[src/rtl/vga_timing_gen_if.sv]
// Raster scan bundle: counters, blanking, delayed syncs and strobes shared
// between the timing generator and the colour/animation blocks it feeds.
interface vga_timing_gen_if;
    logic [9:0] DrawX;
    logic [9:0] DrawY;
    logic       blank;
    logic       hs;
    logic       vs;
    logic       line_start;
    logic       frame_start;
    logic [7:0] frame_count;

    // Outputs are presented every pixel clock; there is no valid/ready
    // handshake, a consumer simply samples the bundle on each vga_clk edge.
    modport master (
        output DrawX, DrawY, blank, hs, vs, line_start, frame_start, frame_count
    );

    modport slave (
        input DrawX, DrawY, blank, hs, vs, line_start, frame_start, frame_count
    );
endinterface

[src/rtl/vga_timing_gen.sv]
// VGA raster timing generator: free-running h/v counters, blanking decode and
// sync outputs delayed to line up with a registered colour pipeline.
module vga_timing_gen #(
    parameter int unsigned H_VISIBLE = 640,
    parameter int unsigned H_FRONT   = 16,
    parameter int unsigned H_SYNC    = 96,
    parameter int unsigned H_BACK    = 48,
    parameter int unsigned V_VISIBLE = 480,
    parameter int unsigned V_FRONT   = 10,
    parameter int unsigned V_SYNC    = 2,
    parameter int unsigned V_BACK    = 33,
    parameter bit          SYNC_POL  = 1'b0,
    parameter int unsigned PIPE_DLY  = 1
) (
    input  logic             vga_clk,
    input  logic             reset,
    vga_timing_gen_if.master scan
);
    localparam int unsigned H_TOTAL = H_VISIBLE + H_FRONT + H_SYNC + H_BACK;
    localparam int unsigned V_TOTAL = V_VISIBLE + V_FRONT + V_SYNC + V_BACK;

    generate
        if (H_TOTAL > 1024 || V_TOTAL > 1024) begin : g_bad_totals
            $error("vga_timing_gen: H_TOTAL and V_TOTAL must each be <= 1024");
        end
        if (PIPE_DLY > 4) begin : g_bad_dly
            $error("vga_timing_gen: PIPE_DLY must be in 0..4");
        end
    endgenerate

    // Thresholds are 11 bits wide so a 1024-count total cannot overflow them.
    localparam logic [9:0]  H_LAST   = 10'(H_TOTAL - 1);
    localparam logic [9:0]  V_LAST   = 10'(V_TOTAL - 1);
    localparam logic [10:0] H_VIS    = 11'(H_VISIBLE);
    localparam logic [10:0] V_VIS    = 11'(V_VISIBLE);
    localparam logic [10:0] HS_START = 11'(H_VISIBLE + H_FRONT);
    localparam logic [10:0] HS_END   = 11'(H_VISIBLE + H_FRONT + H_SYNC);
    localparam logic [10:0] VS_START = 11'(V_VISIBLE + V_FRONT);
    localparam logic [10:0] VS_END   = 11'(V_VISIBLE + V_FRONT + V_SYNC);

    logic [9:0] h_cnt;
    logic [9:0] v_cnt;
    logic [7:0] frame_cnt;
    logic       h_wrap;
    logic       v_wrap;
    logic       hs_raw;
    logic       vs_raw;

    assign h_wrap = (h_cnt == H_LAST);
    assign v_wrap = (v_cnt == V_LAST);

    always_ff @(posedge vga_clk) begin
        if (reset) begin
            h_cnt     <= '0;
            v_cnt     <= '0;
            frame_cnt <= '0;
        end else begin
            if (h_wrap) begin
                h_cnt <= '0;
                if (v_wrap) begin
                    v_cnt     <= '0;
                    frame_cnt <= frame_cnt + 8'd1;
                end else begin
                    v_cnt <= v_cnt + 10'd1;
                end
            end else begin
                h_cnt <= h_cnt + 10'd1;
            end
        end
    end

    assign hs_raw = (({1'b0, h_cnt} >= HS_START) && ({1'b0, h_cnt} < HS_END))
                    ? SYNC_POL : ~SYNC_POL;
    assign vs_raw = (({1'b0, v_cnt} >= VS_START) && ({1'b0, v_cnt} < VS_END))
                    ? SYNC_POL : ~SYNC_POL;

    generate
        if (PIPE_DLY == 0) begin : g_no_dly
            assign scan.hs = hs_raw;
            assign scan.vs = vs_raw;
        end else begin : g_dly
            logic [PIPE_DLY-1:0] hs_pipe;
            logic [PIPE_DLY-1:0] vs_pipe;

            // Reset flushes every stage so no pre-reset sync pulse leaks out.
            always_ff @(posedge vga_clk) begin
                if (reset) begin
                    hs_pipe <= {PIPE_DLY{~SYNC_POL}};
                    vs_pipe <= {PIPE_DLY{~SYNC_POL}};
                end else begin
                    hs_pipe[0] <= hs_raw;
                    vs_pipe[0] <= vs_raw;
                    for (int i = 1; i < int'(PIPE_DLY); i++) begin
                        hs_pipe[i] <= hs_pipe[i-1];
                        vs_pipe[i] <= vs_pipe[i-1];
                    end
                end
            end

            assign scan.hs = hs_pipe[PIPE_DLY-1];
            assign scan.vs = vs_pipe[PIPE_DLY-1];
        end
    endgenerate

    assign scan.DrawX       = h_cnt;
    assign scan.DrawY       = v_cnt;
    assign scan.blank       = ({1'b0, h_cnt} < H_VIS) && ({1'b0, v_cnt} < V_VIS);
    assign scan.line_start  = (h_cnt == 10'd0);
    assign scan.frame_start = (h_cnt == 10'd0) && (v_cnt == 10'd0);
    assign scan.frame_count = frame_cnt;
endmodule

[src/flat_wrapper.sv]
// flat-port wrapper written by rule: the top's interface ports become plain ports
module vga_timing_gen_flat 
#(
    parameter int unsigned H_VISIBLE = 640,
    parameter int unsigned H_FRONT   = 16,
    parameter int unsigned H_SYNC    = 96,
    parameter int unsigned H_BACK    = 48,
    parameter int unsigned V_VISIBLE = 480,
    parameter int unsigned V_FRONT   = 10,
    parameter int unsigned V_SYNC    = 2,
    parameter int unsigned V_BACK    = 33,
    parameter bit          SYNC_POL  = 1'b0,
    parameter int unsigned PIPE_DLY  = 1
)
  (vga_clk, reset, scan_DrawX, scan_DrawY, scan_blank, scan_hs, scan_vs, scan_line_start, scan_frame_start, scan_frame_count);
  vga_timing_gen_if scan_i ();
  input  logic vga_clk;
  input  logic reset;
  output wire logic [$bits(scan_i.DrawX)-1:0] scan_DrawX;
  output wire logic [$bits(scan_i.DrawY)-1:0] scan_DrawY;
  output wire logic [$bits(scan_i.blank)-1:0] scan_blank;
  output wire logic [$bits(scan_i.hs)-1:0] scan_hs;
  output wire logic [$bits(scan_i.vs)-1:0] scan_vs;
  output wire logic [$bits(scan_i.line_start)-1:0] scan_line_start;
  output wire logic [$bits(scan_i.frame_start)-1:0] scan_frame_start;
  output wire logic [$bits(scan_i.frame_count)-1:0] scan_frame_count;
  assign scan_DrawX = scan_i.DrawX;
  assign scan_DrawY = scan_i.DrawY;
  assign scan_blank = scan_i.blank;
  assign scan_hs = scan_i.hs;
  assign scan_vs = scan_i.vs;
  assign scan_line_start = scan_i.line_start;
  assign scan_frame_start = scan_i.frame_start;
  assign scan_frame_count = scan_i.frame_count;
  vga_timing_gen #(.H_VISIBLE(H_VISIBLE), .H_FRONT(H_FRONT), .H_SYNC(H_SYNC), .H_BACK(H_BACK), .V_VISIBLE(V_VISIBLE), .V_FRONT(V_FRONT), .V_SYNC(V_SYNC), .V_BACK(V_BACK), .SYNC_POL(SYNC_POL), .PIPE_DLY(PIPE_DLY)) u_core (.vga_clk(vga_clk), .reset(reset), .scan(scan_i));
endmodule
[config.mk]
export PLATFORM = sky130hd
export DESIGN_NAME = vga_timing_gen_flat
export DESIGN_NICKNAME = d
export VERILOG_FILES = /design/src/rtl/vga_timing_gen_if.sv /design/src/rtl/vga_timing_gen.sv /design/src/flat_wrapper.sv
export SDC_FILE = /design/constraint.sdc
export NUM_CORES = 1
export LEC_CHECK = 0
export BUFFER_PORTS_ARGS = -buffer_cell sky130_fd_sc_hd__buf_2
export CAP_MARGIN = 25
export CORE_ASPECT_RATIO = 0.8
export CORE_MARGIN = 2
export CORE_UTILIZATION = 52
export DETAILED_ROUTE_END_ITERATION = 10
export GPL_ROUTABILITY_DRIVEN = 0
export PLACE_DENSITY = 0.88
export SLEW_MARGIN = 0
export SYNTH_ARGS = -nofsm -noshare
export SYNTH_HDL_FRONTEND = slang
export SYNTH_SLANG_ARGS = --single-unit
[constraint.sdc]
create_clock -name vga_clk -period 2.86 [get_ports vga_clk]
set_input_delay 0.429 -clock vga_clk [delete_from_list [all_inputs] [get_ports vga_clk]]
set_output_delay 0.429 -clock vga_clk [all_outputs]
set_load 0.02 [all_outputs]
Yosys cells after proc, flatten, opt, wreduce, memory -nomap -nowiden:

Cells that the tools add are included.

* flip-flop bits (word level): 30
* bits of input ports: 2
* output and inout bits: 33
* word-level logic and storage cells: 27

* $add $sub $neg: 3
* $lt $le $gt $ge: 6
* eq/ne operators: 2
* multiplexer cells: 3
* reductions and logical operators: 8

Operator list (number)
* $add 10x1->10 const B: 2
* $eq 10x10->1 const B: 2
* $logic_not 10->1: 2
* $lt 10x10->1 const B: 2
* $lt 10x9->1 const B: 2
* $ge 10x10->1 const B: 1
* $ge 10x9->1 const B: 1
* $mux 10: 1
* $add 8x1->8 const B: 1
* $logic_and 1x1->1: 4
* $mux 1: 2
* $reduce_and 2->1: 1
* $reduce_or 2->1: 1

Logic depth before layout (Yosys ltp):

Gate-level depths: netlist of run 1.

* word-level depth: 3
* mapped depth: 7
* gate-level depth less buffers: 6

Worst setup path before layout of run 1:

OpenSTA, ideal clock, no wires.

* kind: register to output
* start point: reg u_core.h_cnt[7], in the netlist u_core.scan.DrawX[7]
* end point: out scan_frame_start
* arrival time: 2.027 ns
* required time: 2.431 ns
* path slack: 0.404 ns
* stages on the path, launching flop included: 5
* buffers on the path: 0
* cells stage by stage: dfxtp_1 -> nor4_1 -> nand2_1 -> nor4b_1 -> and4_1

* word-level cells in the longest chain between the ends: 2

RTL lines
* from (decl): line vga_timing_gen.sv:41 `logic [9:0] h_cnt;`
* from (signal assigned): line vga_timing_gen.sv:67 `h_cnt <= h_cnt + 10'd1;`
* $logic_not 10->1
* named net scan_line_start: line flat_wrapper.sv:24 `output wire logic [$bits(scan_i.line_start)-1:0] scan_line_start;`
* $logic_and 1x1->1: line vga_timing_gen.sv:109 `assign scan.frame_start = (h_cnt == 10'd0) && (v_cnt == 10'd0);`
* to (decl): line flat_wrapper.sv:25 `output wire logic [$bits(scan_i.frame_start)-1:0] scan_frame_start;`

The timed path passes the listed nets, and every way through them passes these cells.

Final worst setup path of run 1:

* start point: reg u_core.h_cnt[7], in the netlist u_core.scan.DrawX[7]
* end point: out scan_frame_start

* word-level cells in the longest chain between the ends: 2

RTL lines (line)
* $logic_not 10->1: vga_timing_gen.sv:109
* $logic_and 1x1->1: vga_timing_gen.sv:109

Every way passes these cells.

==> metrics.cfg, run 1 <==
[run_status]
status = completed

[sta]
relSlewSlack_pct = 62.82
finalSetupTns_ns = 0
hold_viol = 0
worstMarginPinSlew_ns = 0.5561
finalSetupViolations = 0
drv_slew = 0
period_share_pct = 85.27
max_freq_mhz = 410.1
rsz0062_at_grt = false
fin_worst_skew_ns = 0.006983
period_needed_ns = 2.439

[clock_network]
cts_resized = 0
insertion_delay_ns = 0.33
clk_pin_slew_ns = 0.09
clkSinkCount = 30
holdBufCountCts = 0
htreeDepth = 2
clockBufferDepth = 2
cts_tree = built
cts_buffers = 5
cts-root-buf = clkbuf_4
postCtsSetupBuffers = 0

[detailed_routing]
ant_nets = 0
top_layer_used = met4
drt-met1-wl_um = 1448
route.detailed.drc = 0
wl_met2_um = 1256
vias = 1356
first_iter_violations = 57
wl_per_cell_um = 11.85
vias_per_cell = 5.490
dr_wl_met3_um = 184
wirelength_um = 2927
firstDrtPassIters = 4

[layout]
n_antenna_cell = 0
fin_cells = 247
multi_input_area_um2 = 812.0
seq_area_um2 = 600.6
syn2layout_area_growth_pct = 16.43
fillers = 266
drive_gt1_share_pct = 21.05
nets = 218

[worst_hold_path]
hp-class = in -> reg

[logic_synthesis]
synth-edff-count = 0
yosys_warnings = 0
synth_area_um2 = 1470
synth-main-ff-cell = dfxtp_1
synth.distinct_cells = 30
syn_avg_cell_area_um2 = 8.353
seq_area_frac_synth_pct = 40.85
synth_cells = 176
async_flop_share_pct = 0
synth_nets = 184
synth_seq_cells = 30

[place]
portBuffers = 34
dp_hpwl_um = 2106
dp.cells = 241

[job]
max-cap-violations = 0

[power]
p_per_area_nw_per_um2 = 414.6
peakVddDrop_mv = 0.2905
leakage_nw = 0.6730

[worst_setup_path]
critical_path_class = reg -> out
slowest_delay_ns = 0.48
slowest_stage = nor4b_1
path_cells = nor4_1 -> nand2_1 -> nor4b_1 -> and4_1 -> buf_2
worstPathRequired_ns = 2.43
cp_data_arrival_time_ns = 2.01
crit_path_end_kind = primary output
startpoint_type = flip-flop
cp_max_fo = 8

[global_route]
grt_start_max_net_pins = 20
track_usage_pct = 20.10
first_global_vias = 1145
antenna_found_initial = 0
grt_first_pass_wirelength_um = 5043
overflow = 0

[floorplan]
die_h_um = 51.56
die_w_um = 63.45
start_util_pct = 54.00
core_um2 = 2723
die-area_um2 = 3271
rows = 17
ios = 35

[flip-flops by register name, summed over array words and instances (netlist names)]
name	cells
u_core.scan.DrawX	10
u_core.scan.DrawY	10
u_core.scan.frame_count	8
u_core.scan.vs	1
u_core.scan.hs	1
[cells in the mapped netlist, types with 2 or more instances]
master    instances  area [µm²]
a21oi_1          14       70.07
nor3_1            3       15.01
ha_1              6       75.07
or3_1             4       25.02
nor4_1            6       37.54
xnor2_1           6       52.55
nand3_1          11       55.05
nand4_1           4       25.02
or4_1             9       67.56
and3_1            3       18.77
or3_2             2       15.01
nand2_1          12       45.04
nor2_1           21       78.83
clkbuf_1          6       22.52
and4_1            2       17.52
xor2_1            6       52.55
dfxtp_1          30       600.6
o21ai_0           5       25.02
inv_1             8       30.03
o31ai_1           8       60.06
[worst max-delay path, delay by kind of cell, from the launching register on]
| family | cells | cell delay (ns) |
|---|---|---|
| flops | 1 | 0.40 |
| simple gates | 4 | 1.12 |
| buf+inv | 1 | 0.17 |
[power by group]
part	leakage [nW]	internal [mW]	total [mW]	switching [mW]
logic	0.401	0.0132	0.0393	0.0261
registers	0.242	0.421	0.426	0.00479
clock network	0.0302	0.110	0.245	0.134
[area by class of cell]
class | count | share of cell area [%]
Timing Repair Buffer | 34 | 9.942
Multi-Input combinational cell | 131 | 47.44
Clock buffer | 6 | 2.997
Tap cell | 38 | 2.778
Sequential cell | 30 | 35.09
Inverter | 8 | 1.754
[stage by stage]
stage / power, mW / utilization (%) / hold WS (ns) / area (µm²) / setup WS [ns]
after global placement: 0.4743 / 60.98 / 0.4577 / 1660 / 0.6783
after floorplan: 0.4610 / - / 0.4981 / 1470 / 0.4036
final: 0.7096 / 62.87 / 0.4410 / 1712 / 0.4213
after global routing: 0.7400 / 62.87 / 0.4398 / 1712 / 0.2714
after detailed placement: 0.4751 / 60.98 / 0.4754 / 1660 / 0.6238
after CTS: 0.7154 / 62.87 / 0.4375 / 1712 / 0.4077
[cells in the final DEF (no fill, tap or decap), types with 8 or more instances in the layout]
cell and count:
or4_1 9, a21oi_1 14, nor2_1 21, dfxtp_1 30, buf_2 34, o31ai_1 8, nand3_1 11, nand2_1 12
inv_1 8
[layer usage]
layer | global-route usage [%] | up-vias
met4 | 5.435 | 0
met2 | 31.40 | 32
met1 | 25.44 | 616
met5 | 0 | -
met3 | 8.874 | 6
li1 | - | 702
[kinds of logic after synthesis]
logic type	synth area share, %
adder cells (fa/ha/maj)	5.106
AND/OR/NAND/NOR	31.06
buffers and inverters	3.915
AO/OA/AOI/OAI	11.92
flip-flops	40.85
XOR/XNOR	7.149
[worst paths after layout]
path / from / end / slack, ns / cells after the start
hold reg to reg: u_core.scan.frame_count[7] / u_core.scan.frame_count[7] / 0.49 / 2
setup / recovery: u_core.scan.DrawX[7] / scan_frame_start / 0.42 / 5
setup reg to reg: u_core.scan.DrawX[0] / u_core.scan.frame_count[4] / 0.62 / 5
hold / removal: reset / u_core.scan.DrawX[6] / 0.44 / 2
Power figures use the tool's default switching activity.
==> run 2: changes to the inputs <==
--- a/config.mk
+++ b/config.mk
@@ -5,14 +5,14 @@
 export SDC_FILE = /design/constraint.sdc
 export NUM_CORES = 1
 export LEC_CHECK = 0
-export BUFFER_PORTS_ARGS = -buffer_cell sky130_fd_sc_hd__buf_2
 export CAP_MARGIN = 25
 export CORE_ASPECT_RATIO = 0.8
 export CORE_MARGIN = 2
-export CORE_UTILIZATION = 52
+export CORE_UTILIZATION = 61
 export DETAILED_ROUTE_END_ITERATION = 10
+export DONT_BUFFER_PORTS = 1
 export GPL_ROUTABILITY_DRIVEN = 0
-export PLACE_DENSITY = 0.88
+export PLACE_DENSITY = 0.87
 export SLEW_MARGIN = 0
 export SYNTH_ARGS = -nofsm -noshare
 export SYNTH_HDL_FRONTEND = slang
==> constraint.sdc (replaced) <==
create_clock -name vga_clk -period 2.65 [get_ports vga_clk]
set_input_delay 0.3975 -clock vga_clk [delete_from_list [all_inputs] [get_ports vga_clk]]
set_output_delay 0.3975 -clock vga_clk [all_outputs]
set_load 0.02 [all_outputs]
==> run 2 against run 1 <==
- the run now ends with DRC left
- sequential power grew 9.2%
- clock-buffer cell count is 1 higher
- flip-flop and latch count did not move
- wire length rose by 14%
- total power grew 9.6%
- critical path depth unchanged
- utilization is 8.4 points higher
- via count is 2.4% lower
- worst setup slack got worse by 0.31 ns
- register-to-register slack got worse by 0.44 ns
- largest cell class unchanged
- largest power group unchanged
==> metrics.cfg, run 2 (synthesis results as in run 1) <==
[job]
max-cap-violations = 0  ; unchanged

[global_route]
overflow = 0  ; unchanged
antenna_found_initial = 0  ; unchanged
grt_start_max_net_pins = 20  ; unchanged
first_global_vias = 1085  ; -5.2%
track_usage_pct = 24.06  ; +4.0 points
grt_first_pass_wirelength_um = 4988  ; -1.1%

[sta]
finalSetupViolations = 0  ; unchanged
fin_worst_skew_ns = 0.01260  ; +0.005615 ns
worstMarginPinSlew_ns = 0.6059  ; +0.04974 ns
period_share_pct = 95.66
drv_slew = 0  ; unchanged
relSlewSlack_pct = 59.49  ; -3.3 points
hold_viol = 0  ; unchanged
period_needed_ns = 2.535
rsz0062_at_grt = false
max_freq_mhz = 394.5
finalSetupTns_ns = 0  ; unchanged

[floorplan]
start_util_pct = 66.38  ; +12 points
rows = 15  ; -2
ios = 35  ; unchanged
die_w_um = 58.89  ; -7.2%
die_h_um = 47.91  ; -7.1%
core_um2 = 2215  ; -19%
die-area_um2 = 2821  ; -14%

[run_status]
violations = DRC
status = finished, violations left

[clock_network]
cts_resized = 0  ; unchanged
holdBufCountCts = 0  ; unchanged
htreeDepth = 2  ; unchanged
clk_pin_slew_ns = 0.10  ; about the same
postCtsSetupBuffers = 0  ; unchanged
cts-root-buf = clkbuf_4
cts_tree = built
cts_buffers = 5  ; unchanged
clkSinkCount = 30  ; unchanged
insertion_delay_ns = 0.33  ; about the same
clockBufferDepth = 2  ; unchanged

[layout]
n_antenna_cell = 0  ; unchanged
drive_gt1_share_pct = 9.890  ; -11 points
fin_cells = 207  ; -16%
design_area_um2 = 1578  ; -7.8%
most-common-layout-cells = dfxtp_1 (29), nor2_1 (21), a21oi_1 (14)
nets = 189  ; -13%
syn2layout_area_growth_pct = 7.319
final_common_cell = dfxtp_1

[worst_setup_path]
slowest_stage = nor4b_1
worstPathRequired_ns = 2.25  ; -0.18 ns
startpoint_type = flip-flop
slowest_delay_ns = 0.45  ; -0.03 ns
critical_path_class = reg -> out
cp_data_arrival_time_ns = 2.14  ; +0.13 ns
critical-path-top-delay-family = simple AND/OR/NAND/NOR gates
cp_max_fo = 6  ; -2
crit_buf_inv = 1  ; unchanged
path_cells = buf_4 -> nor4_1 -> nand2_1 -> nor4b_1 -> and4_1
crit_path_end_kind = primary output

[detailed_routing]
wirelength_um = 3331  ; +14%
first_iter_violations = 86  ; +51%
route.detailed.drc = 3  ; +3
ant_nets = 0  ; unchanged
wl_per_cell_um = 16.09  ; +36%
vias = 1324  ; -2.4%
firstDrtPassIters = 8  ; +4
vias_per_cell = 6.396  ; +17%

[place]
dp.cells = 199  ; -17%
place_area_um2 = 1511  ; -9.0%
portBuffers = 0  ; -100%
dp_hpwl_um = 2358  ; +12%

[power]
p_per_area_nw_per_um2 = 493.0  ; +19%
leakage_nw = 0.5331  ; -21%
peakVddDrop_mv = 0.3291  ; +13%
power_mw = 0.7778  ; +9.6%

[worst_hold_path]
hp-class = in -> reg

-- run 2: cell type report --
cell class / count / area [µm²]
clock buffers: 7 / 55.05
clock inverters: 1 / 5.005
fillers: 184 / 636.9
inverters: 8 / 30.03
multi-input cells: 131 / 817.0
flip-flops and latches: 30 / 601.8
well taps: 25 / 31.28
repair buffers: 5 / 37.54
-- run 2: through the flow --
step / hold WS [ns] / setup WS [ns] / util, %
final: 0.1261 / 0.1150 / 71.24
after global routing: 0.1065 / 0.007270 / 71.24
after CTS: 0.1230 / 0.1198 / 70.96
after detailed placement: 0.4708 / 0.1579 / 68.25
after global placement: 0.4684 / 0.2922 / 68.25
after floorplan: 0.4666 / 0.2251 / -
-- run 2: final timing paths --
path | from | to | slack (ns) | depth (start not counted)
setup / recovery | u_core.scan.DrawX[8] | scan_frame_start | 0.11 | 5
hold / removal | reset | u_core.scan.frame_count[4] | 0.13 | 1
setup reg to reg | u_core.scan.DrawX[1] | u_core.scan.DrawY[7] | 0.18 | 5
hold reg to reg | u_core.scan.DrawX[0] | u_core.scan.DrawX[0] | 0.55 | 1
-- run 2: layer usage --
metal,up-vias,GRT usage [%],share of wire [%]
li1,649,-,-
met1,603,28.43,42
met2,64,40.89,47
met3,8,9.730,9.8
met4,0,7.727,1.5
met5,-,0,0
-- run 2: power breakdown --
| group | switching (mW) | internal (mW) | total [mW] | leakage, nW |
|---|---|---|---|---|
| combinational | 0.0194 | 0.0113 | 0.0307 | 0.255 |
| clock | 0.153 | 0.128 | 0.282 | 0.0353 |
| sequential | 0.0107 | 0.455 | 0.465 | 0.242 |
